==> src/rtl/sram_like_arbiter_pkg.sv <==
// Purpose : shared state/owner/size encodings for the sram-like arbiter slice.
// Latency : n/a (types and constants only).
// Backpressure: n/a.
package sram_like_arbiter_pkg;

    // Arbiter FSM encoding: one transaction in flight at most.
    typedef enum logic [1:0] {
        IDLE = 2'd0,
        ADDR = 2'd1,
        WAIT = 2'd2
    } arbState_t;

    // Transaction owner: which requester the bus currently works for.
    localparam logic OWN_INST = 1'b0;
    localparam logic OWN_DATA = 1'b1;

    // Transfer size codes carried on *_size.
    localparam logic [1:0] SZ_BYTE = 2'd0;
    localparam logic [1:0] SZ_HALF = 2'd1;
    localparam logic [1:0] SZ_WORD = 2'd2;

endpackage

==> src/rtl/sram_like_arbiter_rr_grant2.sv <==
// Purpose : 2-way round-robin grant (req0 = fetch, req1 = MEM data) with last-owner memory.
// Latency : grant is combinational; lastOwner updates one cycle after update=1.
// Backpressure: grant is only a proposal; it is consumed only when update is asserted.
//
// Ports: clock/reset (sync, active-high); req0/req1 requests; update commits the
// current grant into lastOwner; grantValid/grantOwner give the proposed winner.
module rr_grant2
    import sram_like_arbiter_pkg::*;
(
    input  logic clock,
    input  logic reset,
    input  logic req0,
    input  logic req1,
    input  logic update,
    output logic grantValid,
    output logic grantOwner
);

    logic lastOwner;

    // On a tie the requester that did not win last time gets the bus. Since
    // lastOwner resets to the fetch side, the data side wins the first tie.
    always_comb begin
        grantValid = req0 | req1;
        grantOwner = OWN_INST;
        if (req0 && req1) begin
            grantOwner = ~lastOwner;
        end else if (req1) begin
            grantOwner = OWN_DATA;
        end
    end

    always_ff @(posedge clock) begin
        if (reset) begin
            lastOwner <= OWN_INST;
        end else if (update) begin
            lastOwner <= grantOwner;
        end
    end

endmodule

==> src/rtl/sram_like_arbiter.sv <==
// Purpose : shares one sram-like master port between fetch (inst_*) and MEM (data_*) requesters.
// Latency : request seen in cycle N drives bus_req in N+1; addr_ok/data_ok forwarded combinationally.
// Backpressure: requester holds req until its addr_ok; one outstanding transaction, no new grant until back in IDLE.
//
// Ports: inst_* / data_* requester sides (req, wr, size, addr, wdata in; addr_ok,
// data_ok, rdata out); bus_* master side toward the AXI bridge; busy is high
// while a transaction is in flight.
module sram_like_arbiter
    import sram_like_arbiter_pkg::*;
#(
    parameter int ADDR_W = 32,
    parameter int DATA_W = 32
) (
    input  logic              clock,
    input  logic              reset,

    input  logic              inst_req,
    input  logic              inst_wr,
    input  logic [1:0]        inst_size,
    input  logic [ADDR_W-1:0] inst_addr,
    input  logic [DATA_W-1:0] inst_wdata,
    output logic              inst_addr_ok,
    output logic              inst_data_ok,
    output logic [DATA_W-1:0] inst_rdata,

    input  logic              data_req,
    input  logic              data_wr,
    input  logic [1:0]        data_size,
    input  logic [ADDR_W-1:0] data_addr,
    input  logic [DATA_W-1:0] data_wdata,
    output logic              data_addr_ok,
    output logic              data_data_ok,
    output logic [DATA_W-1:0] data_rdata,

    output logic              bus_req,
    output logic              bus_wr,
    output logic [1:0]        bus_size,
    output logic [ADDR_W-1:0] bus_addr,
    output logic [DATA_W-1:0] bus_wdata,
    input  logic              bus_addr_ok,
    input  logic              bus_data_ok,
    input  logic [DATA_W-1:0] bus_rdata,

    output logic              busy
);

    arbState_t         state;
    arbState_t         stateNext;

    logic              ownerQ;
    logic              wrQ;
    logic [1:0]        sizeQ;
    logic [ADDR_W-1:0] addrQ;
    logic [DATA_W-1:0] wdataQ;

    logic              grantValid;
    logic              grantOwner;
    logic              grantTake;

    logic              reqPhase;
    logic              addrHs;
    logic              dataHs;

    // Grants are only taken from IDLE, so a completion cycle can never overlap
    // a new grant: the next owner is chosen the cycle after returning to IDLE.
    assign grantTake = (state == IDLE) && grantValid;

    rr_grant2 uGrant (
        .clock      (clock),
        .reset      (reset),
        .req0       (inst_req),
        .req1       (data_req),
        .update     (grantTake),
        .grantValid (grantValid),
        .grantOwner (grantOwner)
    );

    always_ff @(posedge clock) begin
        if (reset) begin
            state  <= IDLE;
            ownerQ <= OWN_INST;
            wrQ    <= 1'b0;
            sizeQ  <= '0;
            addrQ  <= '0;
            wdataQ <= '0;
        end else begin
            state <= stateNext;
            if (grantTake) begin
                ownerQ <= grantOwner;
                if (grantOwner == OWN_DATA) begin
                    wrQ    <= data_wr;
                    sizeQ  <= data_size;
                    addrQ  <= data_addr;
                    wdataQ <= data_wdata;
                end else begin
                    wrQ    <= inst_wr;
                    sizeQ  <= inst_size;
                    addrQ  <= inst_addr;
                    wdataQ <= inst_wdata;
                end
            end
        end
    end

    // Handshakes are only honoured in ADDR/WAIT; anything the slave signals in
    // IDLE is stray and dropped here. Once latched, a transaction runs to
    // completion even if its requester withdraws req.
    always_comb begin
        stateNext = state;
        reqPhase  = 1'b0;
        addrHs    = 1'b0;
        dataHs    = 1'b0;
        case (state)
            IDLE: begin
                if (grantValid) begin
                    stateNext = ADDR;
                end
            end
            ADDR: begin
                reqPhase = 1'b1;
                if (bus_addr_ok) begin
                    addrHs = 1'b1;
                    if (bus_data_ok) begin
                        dataHs    = 1'b1;
                        stateNext = IDLE;
                    end else begin
                        stateNext = WAIT;
                    end
                end
            end
            WAIT: begin
                if (bus_data_ok) begin
                    dataHs    = 1'b1;
                    stateNext = IDLE;
                end
            end
            default: begin
                stateNext = IDLE;
            end
        endcase
    end

    // Reset is synchronous, so state may still be ADDR/WAIT during the reset
    // cycle; the strobes are masked so nothing leaks out while reset is high.
    assign bus_req      = reqPhase && !reset;
    assign busy         = (state != IDLE) && !reset;
    assign bus_wr       = wrQ;
    assign bus_size     = sizeQ;
    assign bus_addr     = addrQ;
    assign bus_wdata    = wdataQ;

    assign inst_addr_ok = addrHs && !reset && (ownerQ == OWN_INST);
    assign inst_data_ok = dataHs && !reset && (ownerQ == OWN_INST);
    assign data_addr_ok = addrHs && !reset && (ownerQ == OWN_DATA);
    assign data_data_ok = dataHs && !reset && (ownerQ == OWN_DATA);

    // Read data is shared; each side qualifies it with its own data_ok.
    assign inst_rdata   = bus_rdata;
    assign data_rdata   = bus_rdata;

endmodule

==> config.mk <==
export PLATFORM = sky130hd
export DESIGN_NAME = sram_like_arbiter
export DESIGN_NICKNAME = d
export VERILOG_FILES = /design/src/rtl/sram_like_arbiter_pkg.sv /design/src/rtl/sram_like_arbiter_rr_grant2.sv /design/src/rtl/sram_like_arbiter.sv
export SDC_FILE = /design/constraint.sdc
export NUM_CORES = 1
export LEC_CHECK = 0
export ABC_AREA = 0
export BUFFER_PORTS_ARGS = -buffer_cell sky130_fd_sc_hd__buf_4
export CAP_MARGIN = 20
export CELL_PAD_IN_SITES_DETAIL_PLACEMENT = 1
export CELL_PAD_IN_SITES_GLOBAL_PLACEMENT = 1
export CORE_UTILIZATION = 29
export DETAILED_ROUTE_END_ITERATION = 16
export PLACE_DENSITY = 0.95
export SETUP_SLACK_MARGIN = 0.15
export SLEW_MARGIN = 40
export SYNTH_ARGS = -nofsm -noshare
export SYNTH_HDL_FRONTEND = slang
export SYNTH_SLANG_ARGS = --single-unit
export TNS_END_PERCENT = 10
==> constraint.sdc <==
create_clock -name clock -period 3.8 [get_ports clock]
set_clock_uncertainty 0.1 [all_clocks]
set_input_delay 0.76 -clock clock [delete_from_list [all_inputs] [get_ports clock]]
set_output_delay 0.76 -clock clock [all_outputs]
set_load 0.1 [all_outputs]
# After elaboration in Yosys (flattened, before gate mapping)
# Cells that the tools add are included.
[word_totals]
ff_bits = 70
inputBits = 172
out_inout_bits = 137
elab_cells = 44
[op_classes]
eq_ne = 5
n_mux = 17
bitwise = 2
reduce_logical = 14
[ops]
columns = ["op", "n"]
rows = [
  ["two-way mux 32 bit", 2],
  ["logical AND 1 bit", 10],
  ["two-way mux 2 bit", 5],
  ["two-way mux 1 bit", 8],
  ["inequality test 2 bit (second input constant)", 3],
  ["case mux 2 bit (3 select lines)", 1],
  ["AND reduction 3 bit", 1],
  ["equality test 2 x 1 -> 1 bit (second input constant)", 1],
  ["equality test 2 bit (second input constant)", 1],
  ["zero test 2 bit", 1],
  ["case mux 1 bit (2 select lines)", 1],
  ["nonzero test 2 bit", 1],
  ["zero test 1 bit", 1],
  ["inverter 1 bit", 1],
  ["OR 1 bit", 1],
]

# Longest topological paths before layout
[depth]
word_depth = 5
ltp_mapped = 7
mapped_depth_nobuf = 5

# Modules after synthesis
# A second synthesis with hierarchy kept.
[unflattened]
hier_cells = 399
area_unflattened_um2 = 4010.1
[modules_own_cells]
columns = ["mod", "n_inst", "cells_per_inst", "area_per_inst_um2", "seq_area_each_um2"]
rows = [
  ["sram_like_arbiter", 1, 393, 3940.0, 1401.3],
  ["rr_grant2", 1, 6, 70.1, 20.0],
]

# Least setup slack after synthesis
# No wires, ideal clock.
[synth_timing]
path_kind = "input -> output"
from = "input port reset"
to = "output port data_data_ok"
arrival_ps = 4105
required_time_ps = 2940
setup_slack_ps = -1165
path_stages = 2
path_buffers = 1
cell_sequence = "clkbuf_1 -> nor4b_1"
[synth_via]
elab_chain_len = 3
[synth_lines]
columns = ["element", "line", "text"]
rows = [
  ["start, declared", "sram_like_arbiter.sv:15", "input logic reset,"],
  ["zero test 1 bit", "sram_like_arbiter.sv:155", "assign data_data_ok = dataHs && !reset && (ownerQ == OWN_DATA);"],
  ["logical AND 1 bit (2 in a row)", "sram_like_arbiter.sv:155", ""],
  ["end, declared", "sram_like_arbiter.sv:32", "output logic data_data_ok,"],
]
# Every way passes these cells.

# Worst setup path in the final report
[layout_timing]
from = "input port reset"
to = "output port data_addr_ok"
[layout_via]
elab_chain_len = 3
[layout_lines]
columns = ["element", "line", "text"]
rows = [
  ["zero test 1 bit", "sram_like_arbiter.sv:154", "assign data_addr_ok = addrHs && !reset && (ownerQ == OWN_DATA);"],
  ["logical AND 1 bit (2 in a row)", "sram_like_arbiter.sv:154", ""],
  ["end, declared", "sram_like_arbiter.sv:31", "output logic data_addr_ok,"],
]
# Every way passes these cells.

==> impl_metrics.sql <==
INSERT INTO impl_metrics (metric_group, metric, value, unit) VALUES
('grt', 'global_route.peak_usage_layer', 'met2', ''),
('yosys', 'synthesis.nets', '642', ''),
('cells_and_area', 'multi_input_area', '1840', 'sq um'),
('clocking', 'clock_path_buffers', '2', ''),
('yosys', 'ys_ff_latch', '70', ''),
('clocking', 'clk-insertion-delay-late', '0.33', 'ns'),
('grt', 'met2_usage', '35.1', '%'),
('grt', 'vias_in_the_first_global_route', '3941', ''),
('run_status', 'outcome', 'completed', ''),
('worst_setup_path', 'required', '2.94', 'ns'),
('timing', 'period_share', '72.4', '%'),
('clocking', 'tritoncts.num_buffers', '9', ''),
('routing', 'drt_pass1_iterations', '4', ''),
('grt', 'grt_overflow', '0', ''),
('die', 'area_inside_the_core_boundary', '13300', 'sq um'),
('clocking', 'cts_hold_repair.buffers', '0', ''),
('worst_hold_path', 'hold_start', 'bus_addr[23]', ''),
('cells_and_area', 'regArea', '1400', 'sq um'),
('worst_setup_path', 'cpMostUsedCell', 'sky130_fd_sc_hd__buf_4', ''),
('cells_and_area', 'fillCellCount', '1626', ''),
('yosys', 'synth.yosys.seq_area_share', '35.3', '%'),
('worst_setup_path', 'critical_path.cell_chain', 'buf_4 > nor2b_1 > and3_1 > buf_4', ''),
('yosys', 'syn-instance-count', '467', ''),
('worst_setup_path', 'crit_path_top_delay_cell', 'sky130_fd_sc_hd__buf_4', ''),
('timing', 'grt_setup_unrepaired', 'no', ''),
('die', 'starting_density_of_the_core', '29.9', '%'),
('worst_hold_path', 'worst_hold_path_type', 'reg -> reg', ''),
('timing', 'worst_hold_slack', '0.398', 'ns'),
('grt', 'grt_use_total', '19.3', '%'),
('cells_and_area', 'finalCoreUtilization', '40.7', '%'),
('placed_design', 'io_buffer_count', '212', ''),
('grt', 'maximum_number_of_pins_on_one_net_before_global_route_repair', '57', ''),
('worst_setup_path', 'critPathLaunch', 'reset', ''),
('power_and_ir_drop', 'cellLeakagePower', '0.00245', 'uW'),
('yosys', 'avgSynthCellArea', '8.50', 'sq um'),
('worst_setup_path', 'criticalPathCategory', 'in -> out', ''),
('power_and_ir_drop', 'switching_power_share_of_the_total', '50.1', '%'),
('clocking', 'post_cts_resized', '0', ''),
('run', 'max_cap_viol_count', '0', ''),
('cells_and_area', 'antenna_cells_inserted', '0', ''),
('placed_design', 'detailedPlace.worstSlack', '1.03', 'ns'),
('routing', 'wirelength', '13.5', 'mm'),
('timing', 'timing.fmax', '0.364', 'GHz'),
('power_and_ir_drop', 'pwr-share-seq', '26.7', '%'),
('cells_and_area', 'areaGrowthSynthToFinish', '36.2', '%'),
('timing', 'setup-tns-final', '0', 'ns'),
('grt', 'antenna_found_initial', '0', ''),
('power_and_ir_drop', 'power.internal', '1770', 'uW'),
('routing', 'route.antenna.remaining_nets', '0', ''),
('timing', 'setup_ws', '1.05', 'ns'),
('routing', 'number_of_vias_per_cell_after_detailed_routing', '4.87', ''),
('clocking', 'cts_sinks', '70', ''),
('routing', 'avgRoutedWirePerCell', '17.5', 'um'),
('timing', 'final_max_slew_viol_count', '0', ''),
('worst_setup_path', 'buffering_stage_count_on_the_worst_path_with_inverters_included', '2', ''),
('die', 'ioPinCount', '309', ''),
('yosys', 'synthDistinctLibCells', '27', ''),
('grt', 'grtUsageMet1', '20.6', '%'),
('power_and_ir_drop', 'pwr-share-comb', '51.6', '%'),
('power_and_ir_drop', 'power.density', '656', 'nW/um^2'),
('power_and_ir_drop', 'power_switching', '1780', 'uW'),
('timing', 'worst_slew_margin_rel', '51.0', '%'),
('timing', 'setup_viol_count_final', '0', ''),
('routing', 'detailroute.via_count', '3777', ''),
('placed_design', 'place_congestion', '0.732', ''),
('placed_design', 'dpl.hpwl', '10.2', 'mm'),
('clocking', 'clk_pin_slew_worst_paths', '0.05', 'ns'),
('worst_setup_path', 'slowest_delay', '0.47', 'ns'),
('cells_and_area', 'layout-drive-gt1-share', '49.5', '%'),
('worst_setup_path', 'critPathCaptureType', 'output port', ''),
('worst_setup_path', 'crit-reg2reg-launch', 'state[1]', '');
==> per-stage QoR <==
| stage | std cells | area [sq um] | total power [uW] |
|---|---|---|---|
| after global routing | 776 | 5410 | 3710 |
| after CTS | 776 | 5410 | 3600 |
| final | 776 | 5410 | 3550 |
| after floorplan | 467 | 3980 | 2700 |
| after global placement | 760 | 5140 | 2770 |
| after detailed placement | 760 | 5140 | 2810 |
==> final timing paths <==
path / end / slack (ns) / cells after the start
worst max register to register: bus_wdata[22] / 1.35 / 6
worst max-delay path: data_addr_ok / 1.05 / 4
worst min-delay path: bus_addr[23] / 0.40 / 2
worst min register to register: bus_addr[23] / 0.40 / 2
==> metal layers <==
layer  part of all wire [%]  vias up  wire (um)
li1                       -     1787          -
met2                     51      182       6910
met1                     39     1783       5290
met3                    7.7       25       1040
met4                    2.3        0        307
met5                      0        -          0
==> Yosys cell counts <==
library cell	count	area (sq um)
sky130_fd_sc_hd__nor2b_1	1	6.26
sky130_fd_sc_hd__a311oi_1	28	245
sky130_fd_sc_hd__ha_1	3	37.5
sky130_fd_sc_hd__nor2_1	69	259
sky130_fd_sc_hd__buf_4	72	541
sky130_fd_sc_hd__a21oi_1	2	10.0
sky130_fd_sc_hd__o32ai_1	1	8.76
sky130_fd_sc_hd__mux2i_1	1	10.0
sky130_fd_sc_hd__a311oi_2	40	601
sky130_fd_sc_hd__nor3b_1	1	7.51
sky130_fd_sc_hd__nor4b_1	1	8.76
sky130_fd_sc_hd__a21boi_2	1	11.3
sky130_fd_sc_hd__clkbuf_1	7	26.3
sky130_fd_sc_hd__a21bo_2	1	10.0
sky130_fd_sc_hd__nand2_2	20	125
sky130_fd_sc_hd__buf_12	2	40.0
sky130_fd_sc_hd__and3_1	1	6.26
sky130_fd_sc_hd__o21a_1	1	7.51
sky130_fd_sc_hd__dfxtp_1	70	1400
sky130_fd_sc_hd__buf_6	4	45.0
sky130_fd_sc_hd__a221oi_1	1	8.76
sky130_fd_sc_hd__nor4_1	1	6.26
sky130_fd_sc_hd__inv_1	4	15.0
sky130_fd_sc_hd__nand2b_1	2	12.5
sky130_fd_sc_hd__nand2_1	116	435
sky130_fd_sc_hd__or3_1	1	6.26
sky130_fd_sc_hd__buf_2	16	80.1
==> area by class of cell <==
cell class | count | area share (%)
well taps | 176 | 4.07
flip-flops and latches | 70 | 25.9
clock buffers | 11 | 4.49
multi-input cells | 292 | 34.1
repair buffers | 218 | 30.7
inverters | 4 | 0.278
clock inverters | 5 | 0.463
==> power groups by stage <==
stage / clock, uW / combinational, uW / sequential (uW)
final: 770 / 1830 / 949
after global routing: 828 / 1910 / 966
after CTS: 801 / 1850 / 951
after detailed placement: 0 / 1840 / 964
after global placement: 0 / 1810 / 957
after floorplan: 0 / 826 / 1880
==> cells by family (layout without fill, tap and decap cells) <==
group | Yosys count | count (layout) | share of synthesized area (%)
AND/OR/NAND/NOR | 213 | 213 | 22.0
buffers and inverters | 105 | 238 | 18.8
AO/OA/AOI/OAI | 75 | 75 | 22.7
flip-flops | 70 | 70 | 35.3
multiplexers | 1 | 1 | 0.252
adder cells (fa/ha/maj) | 3 | 3 | 0.945
==> cells in the final DEF, fill, tap and decap left out, drive strengths merged <==
cell type and instances:
a21bo 1, a21boi 1, a21oi 2, a221oi 1, a311oi 68, and3 1, buf 218, clkbuf 11
clkinv 5, dfxtp 70, ha 3, inv 4, mux2i 1, nand2 136, nand2b 2, nor2 69
nor2b 1, nor3b 1, nor4 1, nor4b 1, o21a 1, o32ai 1, or3 1
==> registers in the layout, summed over array words and instances, names as in the netlist <==
signal	count
bus_addr	32
bus_size	2
bus_wdata	32
bus_wr	1
state	2
uGrant.lastOwner	1
==> worst register-to-register path, delay by kind of cell (launching register included) <==
family                     cells  cell delay [ns]
adders and majority gates      1             0.37
buffers and inverters          2             0.56
and+or+nand+nor                1             0.11
DFF                            1             0.31
AOI/OAI and AO/OA              2             0.92
Note: power is estimated with default switching activity, not from simulation.
